===== src/rtl/rotator_addr_gen.sv =====
// Twiddle-address and control generator for one radix-2 SDF FFT stage.
// Address is registered once; control sideband is further delayed to line up with ROM data.
module rotator_addr_gen #(
  parameter int LOG2N       = 10,
  parameter int LAYER       = 5,
  parameter int ADDR_W      = 13,
  parameter int ROM_LAT     = 2,
  parameter int CLR_ON_IDLE = 0
) (
  input  logic              clk,
  input  logic              rst,
  input  logic              in_valid,
  input  logic              frame_start,
  input  logic              inverse,
  output logic [ADDR_W-1:0] rot_addr,
  output logic              rot_en,
  output logic              select,
  output logic              conj,
  output logic              out_valid,
  output logic              frame_done
);

  localparam int SHIFT = LOG2N - LAYER;

  typedef struct packed {
    logic sel;
    logic conj;
    logic vld;
    logic done;
  } slot_t;

  logic [LOG2N-1:0]  cnt_q, cnt_d;
  logic [LOG2N-1:0]  idx_p0;
  logic              start_p0;
  logic              sel_p0;
  logic              done_p0;
  logic              conj_q, conj_d;
  logic [ADDR_W-1:0] rot_addr_q, rot_addr_d;
  logic              rot_en_q, rot_en_d;
  slot_t             slot_d;
  slot_t             dly_q [ROM_LAT+1];

  // p0: sample index, frame counter and conjugate latch
  always_comb begin
    start_p0 = in_valid & frame_start;
    idx_p0   = start_p0 ? '0 : cnt_q;
    sel_p0   = idx_p0[LAYER-1];
    done_p0  = in_valid & (&idx_p0);
    // the frame-start sample must already carry the newly sampled mode
    conj_d   = start_p0 ? inverse : conj_q;

    if (in_valid) begin
      cnt_d = idx_p0 + LOG2N'(1);
    end else if (CLR_ON_IDLE != 0) begin
      cnt_d = '0;
    end else begin
      cnt_d = cnt_q;
    end

    // lower half of each 2^LAYER span is unrotated; upper half steps W_(2^LAYER)^k
    rot_en_d   = in_valid & sel_p0;
    rot_addr_d = sel_p0 ? (ADDR_W'(idx_p0[LAYER-2:0]) << SHIFT) : '0;

    slot_d      = '0;
    slot_d.sel  = sel_p0;
    slot_d.conj = conj_d;
    slot_d.vld  = in_valid;
    slot_d.done = done_p0;
  end

  // p1: address stage; dly_q[1..ROM_LAT] track the ROM read latency
  always_ff @(posedge clk or negedge rst) begin
    if (!rst) begin
      cnt_q      <= '0;
      conj_q     <= 1'b0;
      rot_addr_q <= '0;
      rot_en_q   <= 1'b0;
      for (int i = 0; i <= ROM_LAT; i++) begin
        dly_q[i] <= '0;
      end
    end else begin
      cnt_q      <= cnt_d;
      conj_q     <= conj_d;
      rot_addr_q <= rot_addr_d;
      rot_en_q   <= rot_en_d;
      dly_q[0]   <= slot_d;
      for (int i = 1; i <= ROM_LAT; i++) begin
        dly_q[i] <= dly_q[i-1];
      end
    end
  end

  assign rot_addr   = rot_addr_q;
  assign rot_en     = rot_en_q;
  assign select     = dly_q[ROM_LAT].sel;
  assign conj       = dly_q[ROM_LAT].conj;
  assign out_valid  = dly_q[ROM_LAT].vld;
  assign frame_done = dly_q[ROM_LAT].done;

endmodule

===== config.mk =====
export PLATFORM = sky130hd
export DESIGN_NAME = rotator_addr_gen
export DESIGN_NICKNAME = d
export VERILOG_FILES = /design/src/rtl/rotator_addr_gen.sv
export SDC_FILE = /design/constraint.sdc
export NUM_CORES = 1
export LEC_CHECK = 0
export BUFFER_PORTS_ARGS = -buffer_cell sky130_fd_sc_hd__clkbuf_2
export CAP_MARGIN = 0
export CORE_MARGIN = 1.5
export CORE_UTILIZATION = 56
export DETAILED_ROUTE_END_ITERATION = 8
export PLACE_DENSITY = 0.78
export SYNTH_ARGS = -nofsm -noshare
export SYNTH_HDL_FRONTEND = slang
export SYNTH_SLANG_ARGS = --single-unit

===== constraint.sdc =====
create_clock -name clk -period 2.35 [get_ports clk]
set_input_delay 0.47 -clock clk [delete_from_list [all_inputs] [get_ports clk]]
set_output_delay 0.47 -clock clk [all_outputs]
set_load 0.03 [all_outputs]

# Yosys cells after proc, flatten, opt, wreduce, memory -nomap -nowiden
# Index checks and enable logic that the tools add are counted.
[totals]
output_inout_bits = 18
elab_cells = 22
ff_bits = 32
in_bits = 5
[op_classes]
n_addsub = 1
n_mux = 2
bitwise_logic = 3
n_reduce_logical = 1
[op_table]
columns = ["operator", "count"]
rows = [
  ["adder 10 x 1 -> 10 bit (second input constant)", 1],
  ["2-to-1 mux 10 bit", 1],
  ["AND reduction 10 bit", 1],
  ["2-to-1 mux 9 bit", 1],
  ["bitwise AND 1 bit", 3],
]

# Longest topological paths before layout
# Gate-level depths: netlist (run 1).
[depth]
depth_word = 4
mapped_depth = 7
ltp_nobuf = 6

# Worst setup path after synthesis (run 1)
# OpenSTA, ideal clock, no wires.
[synth_path]
path_type = "input-to-reg"
start = "input port in_valid"
end = "register cnt_q[8]"
required_time_ns = 2.210
stages = 7
slack_ns = 0.546
setup_time_ns = 0.140
arrival_ns = 1.665
path_buffers = 1
path_cell_list = "nand2_1 -> clkbuf_1 -> and2_1 -> ha_1 -> nand2_1 -> o311ai_0 -> o41ai_1"
[synth_via]
elab_chain_len = 3
[synth_rtl]
columns = ["item", "line", "text"]
rows = [
  ["start: declaration", "12", "input logic in_valid,"],
  ["bitwise AND 1 bit", "45", "start_p0 = in_valid & frame_start;"],
  ["2-to-1 mux 10 bit", "46", "idx_p0 = start_p0 ? '0 : cnt_q;"],
  ["adder 10 x 1 -> 10 bit", "53", "cnt_d = idx_p0 + LOG2N'(1);"],
  ["end signal: assignment", "82", "cnt_q <= cnt_d;"],
  ["end: declaration", "32", "logic [LOG2N-1:0] cnt_q, cnt_d;"],
]
# Several ways; a longest one is shown, not always the timed one.
# A chain may end at the register's enable or synchronous reset.

# Worst setup path in the final report (run 1)
# Same ends and word-level chain as after synthesis.

==> summary.md, run 1 <==
| Metric | Value |
|---|---|
| Outcome | complete, no violations |
| Clk buf depth | 2 |
| Final setup skew | ~0.0064 ns |
| Largest net degree at the start of global routing | 28 |
| CTS clk-pin slew, worst paths | approximately 0.13 ns |
| Routed vias | ~660 |
| EDFF count, synth | 0 |
| Sw power | 0.301 mW |
| Clk sinks | 27 |
| Area Overhead vs Synth | 7.30% |
| Antenna violations before repair | 0 |
| Dpl hpwl | between 1 and 1.5 mm |
| Resized Gates After CTS | 0 |
| Startpoint types | input pin |
| DR pass1 iterations | 4 |
| DRC | 0 |
| GRT overflow | 0 |
| Crit-path max cell delay | 0.37 ns |
| Buf/Inv on CP | 1 |
| Top delay family on crit path | compound AO/OA/AOI/OAI gates |
| NumNets Final | approximately 110 |
| Critical path arrival | 1.81 ns |
| H-tree lvl count | 1 |
| Sw Share | 31.2% |
| Via density | 5.10 |
| Worst min-delay path category | input pin to async pin |
| Cell Pwr Density | around 820 nW/um2 |
| TritonCTS Buffers | 3 |
| Initial Util | 61.5% |
| Multi-input logic area | roughly 360 um2 |
| Clock root buffer | clkbuf_4 |
| Critical path fanouts, max | 13 |
| Max-slew headroom | 59.1% |
| Gpl congestion | 0.799 |
| Max Freq | just over 0.6 GHz |
| Min Tclk post-route | around 1.6 ns |
| WS Path Type | input pin to flop |
| Share of cells above drive strength 1 | 19.2% |
| Yosys warns | 0 |
| Worst-Margin Slew | roughly 0.61 ns |
| First-pass GRT wire length | between 2 and 2.5 mm |
| Final wirelength | about 1.5 mm |
| Setup_tns | 0 ns |
| Critical-path cell list | clkbuf_2 -> nand2_1 -> and2_1 -> ha_1 -> nand2_1 -> o311ai_0 -> o41ai_1 |
| Hold_buf cts | 0 |
| Final worst slack | between 0.7 and 0.8 ns |
| Chip width | 47.3 um |
| Fin. Hold Viols | 0 |
| Ports | 23 |
| Final core occ | about two thirds |
| Mapped Avg Cell Area | between 10 and 15 um2 |
| Internal power | roughly 0.66 mW |
| Rows | 15 |
| Worst path depth | 7 |
| Final Non-Filler Cells | 129 |
| Post-Place Setup Slack | roughly 0.43 ns |
| CTS tree | yes |
| Die H | between 40 and 50 um |
| Top post-synthesis cells by area | dfrtp_1 62%, buf_4 6.2%, mux2i_1 3.6% |
| Setup violators final | 0 |
| R2r worst-path depth | 5 |
| Core area | ~1800 um2 |
| VDD IR max | between 500 and 600 uV |
| Fraction of registers with async set/reset | 100% |
| Placed insts | between 100 and 150 |
| First DRT Iteration DRCs | 10 |
| Top cell type's share of synthesized area | between 60% and 70% |
| Critical path capture point type | flop |
| Flop pwr share | slightly above 60% |
| Most common cell on crit path | nand2_1 |
| Pins Over Slew Limit | 0 |
| Setup Fix Bufs, Post-CTS | 0 |
| Area leader, netlist | dfrtp_1 |
| Clk pwr share | between 10% and 20% |
| Seq. cell area | between 600 and 700 um2 |
| RSZ-0062 raised after global routing | no |
| Filler cell count | between 100 and 150 |
| Vias in the first global route | between 500 and 600 |
| Port-buffer cells | 13 |
| Ratio of final minimum period to clock period | roughly 69% |
| #FFs+latches synth | 27 |
| Diodes inserted | 0 |
| Antenna viol nets, final | 0 |
| Ys flop type | dfrtp_1 |
| Area of the die | roughly 2200 um2 |
| Skew-Pair Late Insertion Delay | roughly 0.3 ns |
| Crit path required time | around 2.5 ns |
| Post-synth cell types | 29 |
| Cells after Synth | 90 |
| Max Cap Viol | 0 |
| Crit path max-delay cell type | o311ai_0 |
| Leakage power | a little over 0.6 nW |
| Gr usage total | about 16% |
| Power share of the combinational group | about 20% |
| Mapped cell area | approximately 1100 um2 |
| Detailed-route wire length per cell | around 12 um |
| Register area share after synthesis | ~62% |
## logic make-up (layout without fill, tap and decap cells)
family                   after synthesis  count (layout)  synth area share [%]
other                                  1               9                 0.342
flip-flops                            27              27                  61.6
AND/OR/NAND/NOR                       28              28                  15.4
XOR/XNOR                               2               2                  1.60
buffers and inverters                 15              21                  8.32
adder cells (fa/ha/maj)                1               1                  1.14
multiplexers                           6               6                  5.70
AO/OA/AOI/OAI                         10              10                  5.93
## power groups by stage
stage,sequential (mW),combinational (mW),clock (mW)
3_3_place_gp,0.589,0.190,0
3_5_place_dp,0.592,0.196,0
2_1_floorplan,0.605,0.135,0
4_1_cts,0.583,0.197,0.196
6_report,0.583,0.195,0.184
5_1_grt,0.594,0.215,0.216
## path summary, 6_finish.rpt
kind / startpoint / endpoint / slack [ns]
max: in_valid / cnt_q[8] / 0.72
min: rst / conj / 0.15
max reg2reg: cnt_q[0] / cnt_q[8] / 0.78
min reg2reg: dly_q[8] / dly_q[4] / 0.36
max in group asynchronous: rst / rot_addr[8] / 1.79
min in group clk: dly_q[8] / dly_q[4] / 0.36
## sequential cells by signal (all words and copies together), names as in the netlist
register,flops
rot_addr,4
select,1
frame_done,1
conj,1
dly_q,8
out_valid,1
cnt_q,10
rot_en,1
## area by class of cell
cell class | count | share of cell area, %
inverter | 3 | 0.956
multi-input combinational | 56 | 30.6
tap | 25 | 2.66
timing repair buffer | 14 | 6.16
clock buffer | 4 | 2.23
sequential | 27 | 57.4
## cells in the mapped netlist (2+ instances only)
cell type,n
a21oi_1,4
and2_1,3
and3_1,4
buf_4,9
clkbuf_1,2
dfrtp_1,27
inv_1,3
mux2_2,2
mux2i_1,4
nand2_1,6
nand3_1,3
nor2_1,2
nor2b_1,2
nor3_1,2
o22ai_1,2
xnor2_1,2
## cells in the final DEF (no fill, tap or decap)
cell type,n
a21boi_1,1
clkbuf_2,13
buf_4,1
o41ai_1,1
nand3_1,3
nor2_1,2
nand2b_1,1
o22ai_1,2
nor2b_1,2
a21oi_1,4
clkbuf_4,3
nand4b_4,1
ha_1,1
nand4_1,1
nor3_1,2
dfrtp_1,27
nor4_1,1
xnor2_1,2
mux2i_1,4
clkbuf_1,1
and2_1,3
o31ai_1,1
inv_1,3
conb_1,9
or4_1,1
and3_1,4
o311ai_0,1
and2b_1,1
mux2_2,2
nand2_1,6
## per-layer routing
layer	vias to the layer above	GRT usage, %	routed length [um]
met5	-	0	0
li1	315	-	-
met4	0	6.67	14
met1	321	20.2	708
met3	2	3.46	55
met2	20	25.4	717
## stage by stage
stage / power [mW] / cell area, um2 / hold WS [ns]
final: 0.962 / 1180 / 0.154
after floorplan: 0.741 / 1130 / 0.174
after detailed placement: 0.788 / 1150 / 0.335
after CTS: 0.975 / 1180 / 0.171
after global routing: 1.03 / 1180 / 0.186
after global placement: 0.779 / 1150 / 0.332
Power figures use the tool's default switching activity.
==> run 2: changes to the inputs <==
- CORE_UTILIZATION: 56 -> 52
- PLACE_DENSITY: 0.78 -> 0.73
- clock period: 2.35 -> 1.7 ns (I/O delays scaled with it)
==> run 2 against run 1 <==
  * Wire length is 4.7% higher
  * Non-clock buffer count is 2 higher
  * Highest routed layer unchanged
  * Clock skew is 0.0051 ns lower
  * Largest cell class unchanged
  * Combinational power is 41% higher
==> summary.md, run 2 (synthesis gave the netlist of run 1 again) <==
| Metric | Value |
|---|---|
| Worst-Margin Slew | 0.615 ns (was 0.614 ns) |
| Cell Pwr Density | 1120 nW/um2 (was 817 nW/um2) |
| Final core occ | 60.3% (was 66.0%) |
| First DRT Iteration DRCs | 6 (was 10) |
| Dpl hpwl | 1.14 mm (was 1.09 mm) |
| Filler cell count | 166 (was 134) |
| Internal power | 0.919 mW (was 0.662 mW) |
| Hold_buf cts | 0 (unchanged) |
| Critical path capture point type | flop (unchanged) |
| Critical path fanouts, max | 5 (was 13) |
| R2r endpoint | cnt_q[8] (unchanged) |
| Resized Gates After CTS | 0 (unchanged) |
| Placed insts | 129 (was 125) |
| Ratio of final minimum period to clock period | approximately nine tenths |
| Min Tclk post-route | 1.51 ns |
| Gpl congestion | 0.765 (was 0.799) |
| Sw power | 0.422 mW (was 0.301 mW) |
| Clk pwr share | 19.6% (was 19.2%) |
| Flop2flop setup slack | 0.19 ns (was 0.78 ns) |
| Via density | 5.01 (was 5.10) |
| Critical path arrival | 1.70 ns (was 1.81 ns) |
| Clk sinks | 27 (unchanged) |
| Final worst slack | 0.195 ns (was 0.719 ns) |
| CTS clk-pin slew, worst paths | 0.13 ns (about the same) |
| Max Freq | around 0.66 GHz |
| TritonCTS Buffers | 3 (unchanged) |
| Diodes inserted | 0 (unchanged) |
| Skew-Pair Late Insertion Delay | 0.31 ns (was 0.30 ns) |
| Final wirelength | 1.57 mm (was 1.50 mm) |
| Largest reg by FF count | cnt_q (unchanged) |
| Sw Share | 31.5% (was 31.2%) |
| DRC | 0 (unchanged) |
| Initial Util | 55.4% (was 61.5%) |
| CTS tree | yes (unchanged) |
| RSZ-0062 raised after global routing | no (unchanged) |
| Setup Fix Bufs, Post-CTS | 0 (unchanged) |
| Clk buf depth | 2 (unchanged) |
| Area of the die | 2390 um2 (was 2230 um2) |
| Fin. Hold Viols | 0 (unchanged) |
| Area Overhead vs Synth | 8.89% (was 7.30%) |
| Most frequent cells in the layout | 27 x dfrtp_1, 13 x clkbuf_2, 9 x conb_1, 6 x nand2_1 (unchanged) |
| R2r worst-path depth | 5 (unchanged) |
| Chip width | 48.9 um (was 47.3 um) |
| WS Path Type | flop to flop (was input pin to flop) |
| Power share of the combinational group | 20.4% (was 20.2%) |
| Outcome | complete, no violations (unchanged) |
| Placed inst area | 1170 um2 (was 1150 um2) |
| First-pass GRT wire length | 2.69 mm (was 2.42 mm) |
| Setup_tns | 0 ns (unchanged) |
| Gr usage total | 14.6% (was 15.7%) |
| Worst min-delay path category | input pin to async pin (unchanged) |
| Die H | 48.9 um (was 47.3 um) |
| Ports | 23 (unchanged) |
| FF-to-FF Start | cnt_q[0] (unchanged) |
| Rows | 16 (was 15) |
| Max FFs per register | 10 (unchanged) |
| GRT overflow | 0 (unchanged) |
| Max Cap Viol | 0 (unchanged) |
| Design area | 1190 um2 (was 1180 um2) |
| Antenna violations before repair | 0 (unchanged) |
| NumNets Final | 113 (was 111) |
| Most common cell after layout, fill and taps aside | dfrtp_1 (unchanged) |
| Routed vias | 666 (was 658) |
| Setup violators final | 0 (unchanged) |
| Detailed-route wire length per cell | 11.8 um (was 11.6 um) |
| Clock root buffer | clkbuf_4 (unchanged) |
| Max-slew headroom | 59.0% (was 59.1%) |
| Final Non-Filler Cells | 133 (was 129) |
| Antenna viol nets, final | 0 (unchanged) |
| Fin Hold WS | 0.0119 ns (was 0.154 ns) |
| Leakage power | 0.621 nW (was 0.611 nW) |
| Crit path required time | 1.90 ns (was 2.53 ns) |
| Final Power | 1.34 mW (was 0.962 mW) |
| VDD IR max | 474 uV (was 552 uV) |
| Final setup skew | 0.00129 ns (was 0.00637 ns) |
| Post-Place Setup Slack | 0.0115 ns (was 0.425 ns) |
| Largest net degree at the start of global routing | 28 (unchanged) |
| Share of cells above drive strength 1 | 20.8% (was 19.2%) |
| Core area | 1980 um2 (was 1780 um2) |
| Vias in the first global route | 618 (was 572) |
| Pins Over Slew Limit | 0 (unchanged) |
| Flop pwr share | 60.0% (was 60.6%) |
| Port-buffer cells | 13 (unchanged) |
| H-tree lvl count | 1 (unchanged) |
| Startpoint types | flop (was input pin) |
| DR pass1 iterations | 2 (was 4) |
[run 2: cell types whose count changed in the layout (fill, tap and decap cells not counted), sizes merged]
cell,previous run,this run
buf,1,3
[run 2: per-layer routing]
layer  routed length [um]  part of all wire (%)  global-route usage [%]  vias to the layer above
li1                     -                     -                       -                      317
met1                  715                    46                    18.3                      331
met5                    0                     0                       0                        -
met3                   52                   3.3                    2.76                        2
met4                   14                  0.89                    5.71                        0
met2                  783                    50                    24.9                       16
[run 2: power groups by stage]
stage | Combinational [mW] | Sequential [mW] | Clock [mW]
2_1_floorplan | 0.187 | 0.837 | 0
3_3_place_gp | 0.268 | 0.814 | 0
3_5_place_dp | 0.277 | 0.817 | 0
4_1_cts | 0.277 | 0.804 | 0.275
5_1_grt | 0.302 | 0.818 | 0.307
6_report | 0.274 | 0.804 | 0.264
[run 2: critical path: stages, from the launching register on]
cell and delay, ns:
dfrtp_1 0.42, and2_1 0.15, ha_1 0.21, nand2_1 0.14, o311ai_0 0.35, o41ai_1 0.13
[run 2: worst max path at each step]
| stage | to | depth (start not counted) | start |
|---|---|---|---|
| floorplan | cnt_q[8] | 7 | in_valid |
| global placement | cnt_q[7] | 5 | frame_start |
| detailed placement | cnt_q[8] | 7 | in_valid |
| CTS | cnt_q[8] | 5 | cnt_q[0] |
| global route | cnt_q[8] | 5 | cnt_q[0] |
| finish | cnt_q[8] | 5 | cnt_q[0] |
[run 2: cell type report]
type,instances,area [um2],area share [%]
tap,27,33.8,2.83
clock buffer,4,26.3,2.20
sequential,27,676,56.5
inverter,3,11.3,0.942
multi-input combinational,56,360,30.2
timing repair buffer,16,87.6,7.33
